--- config.mk ---
export PLATFORM = sky130hd
export DESIGN_NAME = keypad_scanner
export DESIGN_NICKNAME = d
export VERILOG_FILES = /design/src/rtl/keypad_pkg.sv /design/src/rtl/keypad_scanner_scan_timer.sv /design/src/rtl/keypad_scanner.sv
export SDC_FILE = /design/constraint.sdc
export NUM_CORES = 1
export LEC_CHECK = 0
export CORE_MARGIN = 1
export CORE_UTILIZATION = 50
export DETAILED_ROUTE_END_ITERATION = 10
export PLACE_DENSITY = 0.72
export SYNTH_ARGS = -nofsm -noshare
export SYNTH_HDL_FRONTEND = slang
export SYNTH_SLANG_ARGS = --single-unit
export TNS_END_PERCENT = 1
--- constraint.sdc ---
create_clock -name clk -period 4.1 [get_ports clk]
set_clock_uncertainty 0.1 [all_clocks]
set_input_delay 0.41 -clock clk [delete_from_list [all_inputs] [get_ports clk]]
set_output_delay 0.41 -clock clk [all_outputs]
set_load 0.01 [all_outputs]
--- src/rtl/keypad_pkg.sv ---
// Shared types and constants for the 4x4 keypad column scanner.
package keypad_pkg;

   typedef enum logic [1:0] {
      NONE   = 2'd0,
      SINGLE = 2'd1,
      MULTI  = 2'd2
   } scan_res_e;

   typedef enum logic [0:0] {
      IDLE = 1'b0,
      HELD = 1'b1
   } key_state_e;

   localparam logic [3:0] KEY_COL_RST = 4'b1110;

   function automatic logic [2:0] popcount4(input logic [3:0] v);
      logic [2:0] n;
      n = '0;
      for (int unsigned i = 0; i < 4; i++) begin
         n = n + {2'b00, v[i]};
      end
      return n;
   endfunction

   // Index of the lowest set bit; only meaningful when exactly one bit is set.
   function automatic logic [1:0] bit_index4(input logic [3:0] v);
      logic [1:0] idx;
      idx = '0;
      for (int unsigned i = 0; i < 4; i++) begin
         if (v[3-i]) idx = 2'(3 - i);
      end
      return idx;
   endfunction

endpackage

--- src/rtl/keypad_scanner_scan_timer.sv ---
// Column dwell timer: settle counter plus 2-bit column counter with a sample strobe.
module scan_timer #(
   parameter int unsigned SETTLE_CYCLES = 1000
) (
   input  logic       clk,
   input  logic       rst,
   output logic [1:0] col_o,
   output logic       sample_en_o
);

   localparam int unsigned CW = (SETTLE_CYCLES > 1) ? $clog2(SETTLE_CYCLES) : 1;

   logic [CW-1:0] settle_q, settle_d;
   logic [1:0]    col_q, col_d;

   assign sample_en_o = (settle_q == CW'(SETTLE_CYCLES - 1));
   assign col_o       = col_q;

   always_comb begin
      settle_d = settle_q + 1'b1;
      col_d    = col_q;
      if (sample_en_o) begin
         settle_d = '0;
         col_d    = col_q + 2'd1;
      end
   end

   always_ff @(posedge clk) begin
      if (rst) begin
         settle_q <= '0;
         col_q    <= '0;
      end else begin
         settle_q <= settle_d;
         col_q    <= col_d;
      end
   end

endmodule

--- src/rtl/keypad_scanner.sv ---
// 4x4 matrix keypad scanner: rotates the driven column, classifies each full
// scan and debounces across scans before reporting a single held key.
module keypad_scanner
   import keypad_pkg::*;
#(
   parameter int unsigned SETTLE_CYCLES  = 1000,
   parameter int unsigned DEBOUNCE_SCANS = 4
) (
   input  logic       clk,
   input  logic       rst,
   input  logic [3:0] KEY_ROW,
   output logic [3:0] KEY_COL,
   output logic [3:0] key_code,
   output logic       key_valid,
   output logic       key_held
);

   localparam int unsigned MW = $clog2(DEBOUNCE_SCANS + 1);

   logic [1:0]  col;
   logic        sample_en;

   logic [3:0]  row_s1_q, row_s2_q;
   logic [3:0]  rows_act;
   logic [3:0]  key_col_q, key_col_d;
   logic [1:0]  acc_cnt_q, acc_cnt_d;
   logic [3:0]  acc_code_q, acc_code_d;
   scan_res_e   prev_res_q, prev_res_d;
   logic [3:0]  prev_code_q, prev_code_d;
   logic [MW-1:0] match_q, match_d;
   key_state_e  state_q, state_d;
   logic [3:0]  code_q, code_d;
   logic        valid_q, valid_d;

   logic [2:0]  nbits;
   logic [2:0]  acc_sum;
   logic [1:0]  acc_cnt_new;
   logic [3:0]  code_new;
   scan_res_e   res;
   logic        same;
   logic        reached;

   scan_timer #(
      .SETTLE_CYCLES(SETTLE_CYCLES)
   ) u_scan_timer (
      .clk        (clk),
      .rst        (rst),
      .col_o      (col),
      .sample_en_o(sample_en)
   );

   assign rows_act = ~row_s2_q;

   always_comb begin
      key_col_d   = key_col_q;
      acc_cnt_d   = acc_cnt_q;
      acc_code_d  = acc_code_q;
      prev_res_d  = prev_res_q;
      prev_code_d = prev_code_q;
      match_d     = match_q;
      state_d     = state_q;
      code_d      = code_q;
      valid_d     = 1'b0;
      same        = 1'b0;
      reached     = 1'b0;

      // Bit count saturates at 2: anything beyond one pressed switch is MULTI.
      nbits       = popcount4(rows_act);
      acc_sum     = {1'b0, acc_cnt_q} + nbits;
      acc_cnt_new = (acc_sum >= 3'd2) ? 2'd2 : acc_sum[1:0];
      code_new    = acc_code_q;
      if (acc_cnt_q == 2'd0 && nbits == 3'd1) code_new = {col, bit_index4(rows_act)};

      res = NONE;
      if (acc_cnt_new == 2'd1)      res = SINGLE;
      else if (acc_cnt_new == 2'd2) res = MULTI;

      if (sample_en) begin
         key_col_d = ~(4'b0001 << (col + 2'd1));
         if (col != 2'd3) begin
            acc_cnt_d  = acc_cnt_new;
            acc_code_d = code_new;
         end else begin
            acc_cnt_d   = '0;
            acc_code_d  = '0;
            same        = (res == prev_res_q) && (res != SINGLE || code_new == prev_code_q);
            match_d     = same ? ((match_q == MW'(DEBOUNCE_SCANS)) ? match_q : match_q + 1'b1)
                               : MW'(1);
            // Only the scan that brings the run up to the target acts; a
            // saturated run must be broken before another press is accepted.
            reached     = (match_d == MW'(DEBOUNCE_SCANS)) &&
                          !(same && match_q == MW'(DEBOUNCE_SCANS));
            prev_res_d  = res;
            prev_code_d = code_new;
            if (reached) begin
               case (state_q)
                  IDLE: if (res == SINGLE) begin
                     state_d = HELD;
                     code_d  = code_new;
                     valid_d = 1'b1;
                  end
                  HELD: if (res == NONE || (res == SINGLE && code_new != code_q)) begin
                     state_d = IDLE;
                  end
                  default: state_d = IDLE;
               endcase
            end
         end
      end
   end

   always_ff @(posedge clk) begin
      if (rst) begin
         row_s1_q    <= '1;
         row_s2_q    <= '1;
         key_col_q   <= KEY_COL_RST;
         acc_cnt_q   <= '0;
         acc_code_q  <= '0;
         prev_res_q  <= NONE;
         prev_code_q <= '0;
         match_q     <= '0;
         state_q     <= IDLE;
         code_q      <= '0;
         valid_q     <= 1'b0;
      end else begin
         row_s1_q    <= KEY_ROW;
         row_s2_q    <= row_s1_q;
         key_col_q   <= key_col_d;
         acc_cnt_q   <= acc_cnt_d;
         acc_code_q  <= acc_code_d;
         prev_res_q  <= prev_res_d;
         prev_code_q <= prev_code_d;
         match_q     <= match_d;
         state_q     <= state_d;
         code_q      <= code_d;
         valid_q     <= valid_d;
      end
   end

   assign KEY_COL   = key_col_q;
   assign key_code  = code_q;
   assign key_valid = valid_q;
   assign key_held  = (state_q == HELD);

endmodule

==> run_results.csv, run 1 <==
group,metric,value,unit
clock_network,hold_buffers,0,
place,port_buffers,15,
power,peakVddDrop,0.0001985,V
clock_network,cts_tree,"built",
cells_and_area,final_util,0.6280,
power,p_per_area,306.4,nW/um^2
critical_path,cp_slowest_cell,"fa_1",
synth,synth_compound_area_frac,0.1323,
synth,synth_edf_count,0,
cells_and_area,n_antenna_cell,0,
timing,fmax,0.2490,GHz
cells_and_area,layout.nets,297,
timing,slew_headroom,0.5595,
timing,grt_setup_unrepaired,"true",
critical_path,critical_path.max_fanout,4,
timing,worst_slew_pin_slew,0.6546,ns
die,core_area,4144,um^2
outcome,run_status,"finished clean",
critical_path,setup.worst_path.class,"register to register",
synth,synthFlopType,"dfxtp_1",
cells_and_area,final_common_cell,"dfxtp_1",
place,gp_congestion,0.8455,
critical_path,worstPathCellList,"inv_2 -> fa_1 -> ha_4 -> ha_4 -> fa_1 -> buf_4 -> buf_4 -> o41ai_1 -> nor2_2 -> or4_4 -> nor4_4 -> buf_4 -> mux2i_1 -> nor2_1",
power,p_leak,0.9786,nW
die,start_util,0.5362,
synth,yosys_warnings,0,
route,dr.pass1.iters,4,
synth,synthAdderAreaFrac,0.07432,
place,dp_hpwl,3362,um
synth,synth-seq-cells,45,
critical_path,required,4.18,ns
route,wl_per_cell,13.91,um
die,die_y,68.67,um
global_routing,grt_pass1_wl,7424,um
critical_path,worstSetupStartpointType,"register",
min_path,hold_end,"row_s2_q[3]$_SDFF_PP1_",
global_routing,grt_pass1_vias,1648,
global_routing,grt_overflow,0,
timing,period_share,0.9795,
clock_network,clock-root-buffer,"clkbuf_8",
synth,synth_fp_nets,274,
timing,setup_violations,0,
job,cap_violations,0,
cells_and_area,fillerInstances,387,
critical_path,end_kind,"register",
synth,synth.area.top_cells,"dfxtp_1, nor2_1, ha_1, xnor2_1, nand2_1",
clock_network,cts.clk_slew.worst_paths,0.08,ns
timing,final_max_slew_viol_count,0,
timing,layout_setup_ws,0.08409,ns
synth,synth_top_family_by_area,"simple AND/OR/NAND/NOR gates",
critical_path,cp_common_cell,"buf_4",
clock_network,clk_latency,0.30,ns
die,die_w,68.67,um
min_path,min-delay-start,"row_s1_q[3]$_SDFF_PP1_",
timing,hold_violations,0,
synth,synth_mux_area_frac,0.03153,
die,fp-row-count,23,
synth,synth_simple_gate_area_share,0.2568,
global_routing,grt_start_max_net_pins,28,
route,drt_iter0_drc,82,
route,drc,0,
place,place_ws,0.01317,ns
global_routing,antenna_found_initial,0,
clock_network,cts_buffer_depth,2,
cells_and_area,layout-drive-gt1-share,0.1321,
critical_path,cp_slowest_stage_delay,0.58,ns
die,ioPinCount,16,
clock_network,cts_max_level,2,
cells_and_area,layout_common_cells,"dfxtp_1, nor2_1, nand2_1",
synth,ys_types,46,
critical_path,r2r_end,"key_code[3]$_SDFFE_PP0P_",
min_path,worstHoldPathType,"register to register",
route,dr_total_vias,1826,
cells_and_area,syn2layout_area_growth,17.12,%
critical_path,r2r_slack,0.08,ns
synth,yosysSeqAreaShare,0.4054,
synth,synth_top_area_frac,0.4054,
critical_path,arrival,4.10,ns
timing,fin_crit,4.016,ns
clock_network,cts_sinks,45,
critical_path,ff2ff_path_depth,14,
synth,synth_area_leader_cell,"dfxtp_1",
synth,synth_cells,256,
synth,synth_area,2222,um^2
route,routed_wirelength,4589,um
critical_path,r2r-start,"row_s2_q[3]$_SDFF_PP1_",
synth,synth_xor_area_frac,0.05912,
timing,hold_ws,0.3198,ns
die,dieArea,4715,um^2
route,via_per_inst,5.533,
clock_network,cts-buffers-inserted,5,
synth,synthArstFlopShare,0,
route,ant_nets,0,
min_path,hold_depth,1,
global_routing,grt_usage,0.2149,
synth,syn-mean-instance-area,8.680,um^2
==> synthesized netlist by cell type (6+ instances only) <==
cell type / n
nand2_1: 19
inv_1: 15
clkbuf_1: 7
nand3_1: 7
dfxtp_1: 45
xor2_1: 6
mux2i_1: 7
nor2_1: 40
nor3_1: 7
nand2b_1: 6
ha_1: 10
a21oi_1: 12
or2_2: 9
xnor2_1: 9
==> registers in the layout, indices dropped and copies added (netlist names), 3 cells and up <==
name	flops
row_s2_q	4
key_code	4
prev_code_q	4
acc_code_q	4
match_q	3
row_s1_q	4
u_scan_timer.settle_q	10
KEY_COL	4
==> power breakdown <==
| part | switching, mW | total (mW) | leakage, nW | internal (mW) |
|---|---|---|---|---|
| sequential | 0.00376 | 0.447 | 0.364 | 0.443 |
| combinational | 0.0447 | 0.0829 | 0.570 | 0.0383 |
| clock | 0.149 | 0.268 | 0.0450 | 0.118 |
| total | 0.198 | 0.797 | 0.979 | 0.599 |
==> metal layers <==
metal / vias to the layer above / GRT usage / routed length, um
li1: 935 / - / -
met1: 849 / 0.2655 / 2143
met2: 35 / 0.3456 / 2145
met3: 7 / 0.07566 / 240
met4: 0 / 0.07031 / 60
met5: - / 0 / 0
==> cell type report <==
class                           count  area [um^2]  area share
Clock buffer                        6        72.57     0.02788
Clock inverter                      2        10.01    0.003846
Inverter                           15        56.30     0.02163
Multi-Input combinational cell    187         1271      0.4885
Sequential cell                    45        904.6      0.3476
Tap cell                           50        62.56     0.02404
Timing Repair Buffer               25        225.2     0.08654
==> worst max path at each step <==
stage               depth (start not counted)                    from                       end
floorplan                                  12  row_s2_q[0]$_SDFF_PP1_  key_code[0]$_SDFFE_PP0P_
global placement                           12  row_s2_q[0]$_SDFF_PP1_  key_code[1]$_SDFFE_PP0P_
detailed placement                         12  row_s2_q[0]$_SDFF_PP1_  key_code[3]$_SDFFE_PP0P_
CTS                                        12  row_s2_q[0]$_SDFF_PP1_  key_code[3]$_SDFFE_PP0P_
global route                               14  row_s2_q[3]$_SDFF_PP1_  key_code[0]$_SDFFE_PP0P_
finish                                     14  row_s2_q[3]$_SDFF_PP1_  key_code[3]$_SDFFE_PP0P_
==> critical path, delay by kind of cell, from the launching register on <==
family / cells / cell delay, ns
AO/OA/AOI/OAI: 1 / 0.40
adder cells (fa/ha/maj): 4 / 1.43
buffers and inverters: 4 / 0.49
flip-flops: 1 / 0.35
multiplexers: 1 / 0.18
AND/OR/NAND/NOR: 4 / 0.95
==> per-stage QoR <==
step,instances,TNS [ns],total power [mW],area (um^2)
floorplan,256,0,0.5080,2222
global placement,320,0,0.5305,2461
detailed placement,320,0,0.5321,2461
CTS,328,0,0.7947,2544
global route,330,-0.2039,0.8306,2603
finish,330,0,0.7974,2603
==> repair_timing <==
item | in CTS | in global routing
endpoints found under the setup margin | 0 | 4
gates resized for setup | 0 | 9
setup buffers | 0 | 2
==> logic make-up (layout without fill, tap and decap cells) <==
| logic type | Yosys count | after routing |
|---|---|---|
| xor gates and xnor gates | 15 | 15 |
| buffers and inverters | 24 | 48 |
| AOI/OAI and AO/OA | 42 | 42 |
| adders and majority gates | 12 | 12 |
| and+or+nand+nor | 111 | 111 |
| DFF | 45 | 45 |
| muxes | 7 | 7 |
Note: power is estimated with default switching activity, not from simulation.
==> inputs of run 2 (changes only) <==
--- a/config.mk
+++ b/config.mk
@@ -7,9 +7,11 @@
 export LEC_CHECK = 0
 export CORE_MARGIN = 1
 export CORE_UTILIZATION = 50
+export CTS_CLUSTER_SIZE = 10
 export DETAILED_ROUTE_END_ITERATION = 10
 export PLACE_DENSITY = 0.72
+export SLEW_MARGIN = 25
 export SYNTH_ARGS = -nofsm -noshare
 export SYNTH_HDL_FRONTEND = slang
 export SYNTH_SLANG_ARGS = --single-unit
-export TNS_END_PERCENT = 1
+export TNS_END_PERCENT = 10
==> results of run 2 <==
No change in the layout: final DEF, timing and power equal those of run 1.
==> inputs of run 3 (changes only) <==
--- a/config.mk
+++ b/config.mk
@@ -5,6 +5,7 @@
 export SDC_FILE = /design/constraint.sdc
 export NUM_CORES = 1
 export LEC_CHECK = 0
+export ABC_AREA = 1
 export CORE_MARGIN = 1
 export CORE_UTILIZATION = 50
 export CTS_CLUSTER_SIZE = 10
@@ -13,5 +14,6 @@
 export SLEW_MARGIN = 25
 export SYNTH_ARGS = -nofsm -noshare
 export SYNTH_HDL_FRONTEND = slang
+export SYNTH_HIERARCHICAL = 1
 export SYNTH_SLANG_ARGS = --single-unit
 export TNS_END_PERCENT = 10
==> run 3 against run 2 <==
Effect of this change:
- first-iteration DRC count is 46% higher
- critical path type unchanged
- synthesized cell count is 21% higher
- hold slack got worse by 0.0077 ns
- non-clock buffer count down 10
- count of clock-buffer cells in the layout down 1
- power is 2.6% higher
- critical endpoint is now match_q[0]$_SDFFE_PP0P_
- area after synthesis rose by 2.9%
- highest routed layer unchanged
- via count rose by 4.3%
- sequential share of layout area rose by 0.21 points
- combinational power increased by 29%
==> run_results.csv, run 3 <==
group,metric,value,unit
clock_network,clk_latency,0.29,ns
global_routing,grt_pass1_wl,7541,um
synth,synth_most_common_cell,"nand2_1",
synth,synth_area_leader_cell,"dfxtp_1",
critical_path,critical_path.max_fanout,5,
place,gp_congestion,0.8351,
global_routing,grt_overflow,0,
critical_path,cp_slowest_stage_delay,0.46,ns
place,dp_hpwl,3082,um
timing,fmax,0.2989,GHz
global_routing,grt_usage,0.1939,
critical_path,arrival,3.44,ns
synth,yosys_warnings,6,
clock_network,cts-buffers-inserted,5,
power,p_leak,1.109,nW
synth,yosysSeqAreaShare,0.3939,
timing,layout_setup_ws,0.7539,ns
die,die_w,69.64,um
cells_and_area,top_register,"u_scan_timer/settle_q",
cells_and_area,syn2layout_area_growth,12.64,%
timing,hold_violations,0,
critical_path,cp_slowest_cell,"fa_1",
power,seqPwrFrac,0.545,
clock_network,cts_tree,"built",
die,fp-row-count,24,
clock_network,cts_setup_buffers,0,
timing,grt_setup_unrepaired,"false",
synth,syn-mean-instance-area,7.354,um^2
clock_network,cts.clk_slew.worst_paths,0.08,ns
synth,synth_top_family_by_area,"simple AND/OR/NAND/NOR gates",
critical_path,crit_buf_inv,3,
synth,synth_simple_gate_area_share,0.3496,
clock_network,hold_buffers,0,
cells_and_area,layout_common_cells,"nand2_1, inv_1, dfxtp_1",
die,dieArea,4849,um^2
synth,synth_top_area_frac,0.3939,
cells_and_area,largest_register_ffs,10,
die,core_area,4384,um^2
route,via_per_inst,4.974,
cells_and_area,final_util,0.5876,
clock_network,clock-root-buffer,"clkbuf_8",
cells_and_area,layout.nets,344,
critical_path,worstPathCellList,"inv_1 -> fa_1 -> ha_1 -> ha_1 -> fa_1 -> nand3b_2 -> nor2_4 -> inv_2 -> a21oi_2 -> a21boi_2 -> nand2_1 -> a22oi_1 -> inv_1",
synth,synthFlopType,"dfxtp_1",
die,start_util,0.5217,
die,ioPinCount,16,
synth,synthArstFlopShare,0,
route,drt_iter0_drc,120,
synth,synth_xor_area_frac,0.02681,
synth,synthAdderAreaFrac,0.05033,
critical_path,required,4.20,ns
min_path,hold_depth,1,
synth,synth_area,2287,um^2
critical_path,worstSetupStartpointType,"register",
global_routing,grt_start_max_net_pins,18,
route,ant_nets,0,
synth,synthTopCellsByCount,"nand2_1, inv_1, dfxtp_1",
power,p_per_area,317.7,nW/um^2
power,swShare,0.2678,
cells_and_area,final_common_cell,"nand2_1",
outcome,run_status,"finished clean",
synth,synth_mux_area_frac,0,
place,port_buffers,15,
synth,ys_types,33,
route,drc,0,
synth,synth_cells,311,
clock_network,cts_max_level,2,
clock_network,cts_buffer_depth,2,
cells_and_area,layout-drive-gt1-share,0.1390,
timing,final_max_slew_viol_count,0,
min_path,worstHoldPathType,"register to register",
power,internal_power,0.5992,mW
critical_path,ff2ff_path_depth,13,
die,die_y,69.64,um
synth,synth-seq-cells,45,
timing,fin_crit,3.346,ns
critical_path,end_kind,"register",
timing,slew_headroom,0.6420,
route,routed_wirelength,4116,um
power,clkPwrFrac,0.324,
synth,synth_compound_area_frac,0.09190,
timing,worst_slew_pin_slew,0.5354,ns
global_routing,grt_pass1_vias,1760,
job,cap_violations,0,
clock_network,cts-resized-gates,0,
timing,period_share,0.8161,
synth,synth_fp_nets,325,
synth,synth.area.top_cells,"dfxtp_1, nand2_1, inv_1, nand3_1, nor2_1",
power,p_switching,0.2192,mW
critical_path,critPathTopFamily,"adder cells",
synth,synth_edf_count,0,
critical_path,cp.depth,13,
timing,final.setup.tns,0,ns
critical_path,setup.worst_path.class,"register to register",
place,dp.cells,375,
power,total_power,0.8184,mW
power,peakVddDrop,0.0002562,V
timing,setup_violations,0,
place,place_ws,0.7807,ns
route,dr_total_vias,1905,
route,wl_per_cell,10.75,um
global_routing,antenna_found_initial,0,
route,dr.pass1.iters,4,
cells_and_area,finalNonFillerCells,383,
cells_and_area,n_antenna_cell,0,
power,comb_power_share,0.131,
clock_network,cts_sinks,45,
## run 3: changes by cell type in the layout (fill, tap and decap cells not counted), moves of 5 or more
cell      before  now
nand3_1        7   20
xor2_1         6    1
nand2_1       19   77
nand2b_1       6    0
buf_4         10    0
inv_1         14   46
mux2i_1        7    0
a211oi_1       5    0
nor2_1        39   24
nand2_2        0   11
o21bai_1       0    5
o22ai_1        0    5
or4_1          5    0
## run 3: power by group through the flow
stage | clock, mW | combinational (mW) | sequential (mW)
3_5_place_dp | 0 | 0.108 | 0.456
3_3_place_gp | 0 | 0.107 | 0.456
4_1_cts | 0.277 | 0.108 | 0.446
6_report | 0.265 | 0.107 | 0.446
2_1_floorplan | 0 | 0.0854 | 0.456
5_1_grt | 0.296 | 0.124 | 0.447
## run 3: cell families after synthesis
kind of cell,Yosys count
adders and majority gates,8
xor gates and xnor gates,7
and+or+nand+nor,163
AOI/OAI and AO/OA,35
DFF,45
buffers and inverters,53
## run 3: worst register-to-register path: cells and delay by family (launching register included)
| kind | cells | cell delay (ns) |
|---|---|---|
| adder cells (fa/ha/maj) | 4 | 1.44 |
| AO/OA/AOI/OAI | 3 | 0.58 |
| AND/OR/NAND/NOR | 3 | 0.55 |
| flip-flops | 1 | 0.38 |
| buffers and inverters | 3 | 0.19 |
## run 3: through the flow
step	cell area, um^2	hold WS [ns]
2_1_floorplan	2287	0.2895
3_3_place_gp	2490	0.2932
3_5_place_dp	2490	0.2958
4_1_cts	2576	0.3168
5_1_grt	2576	0.3313
6_report	2576	0.3121
## run 3: layer usage
layer | vias up | global-route usage | wire length (um) | share of wire
met3 | 6 | 0.05378 | 183 | 0.044
met4 | 0 | 0.08000 | 68 | 0.017
met1 | 863 | 0.2528 | 2026 | 0.49
li1 | 1010 | - | - | -
met5 | - | 0 | 0 | 0
met2 | 26 | 0.3031 | 1838 | 0.45
## run 3: area by class of cell
cell class	instances	area (um^2)
fill	409	1808
clock inverter	3	17.52
clock buffer	5	68.82
sequential	45	900.9
inverter	50	187.7
multi-input combinational	213	1186
timing repair buffer	15	150.1
tap	52	65.06
## run 3: worst paths after layout
| check | slack, ns | to | from |
|---|---|---|---|
| worst max-delay path | 0.75 | match_q[0]$_SDFFE_PP0P_ | row_s2_q[1]$_SDFF_PP1_ |
| worst min-delay path | 0.31 | row_s2_q[0]$_SDFF_PP1_ | row_s1_q[0]$_SDFF_PP1_ |
| worst max register to register | 0.75 | match_q[0]$_SDFFE_PP0P_ | row_s2_q[1]$_SDFF_PP1_ |
| worst min register to register | 0.31 | row_s2_q[0]$_SDFF_PP1_ | row_s1_q[0]$_SDFF_PP1_ |
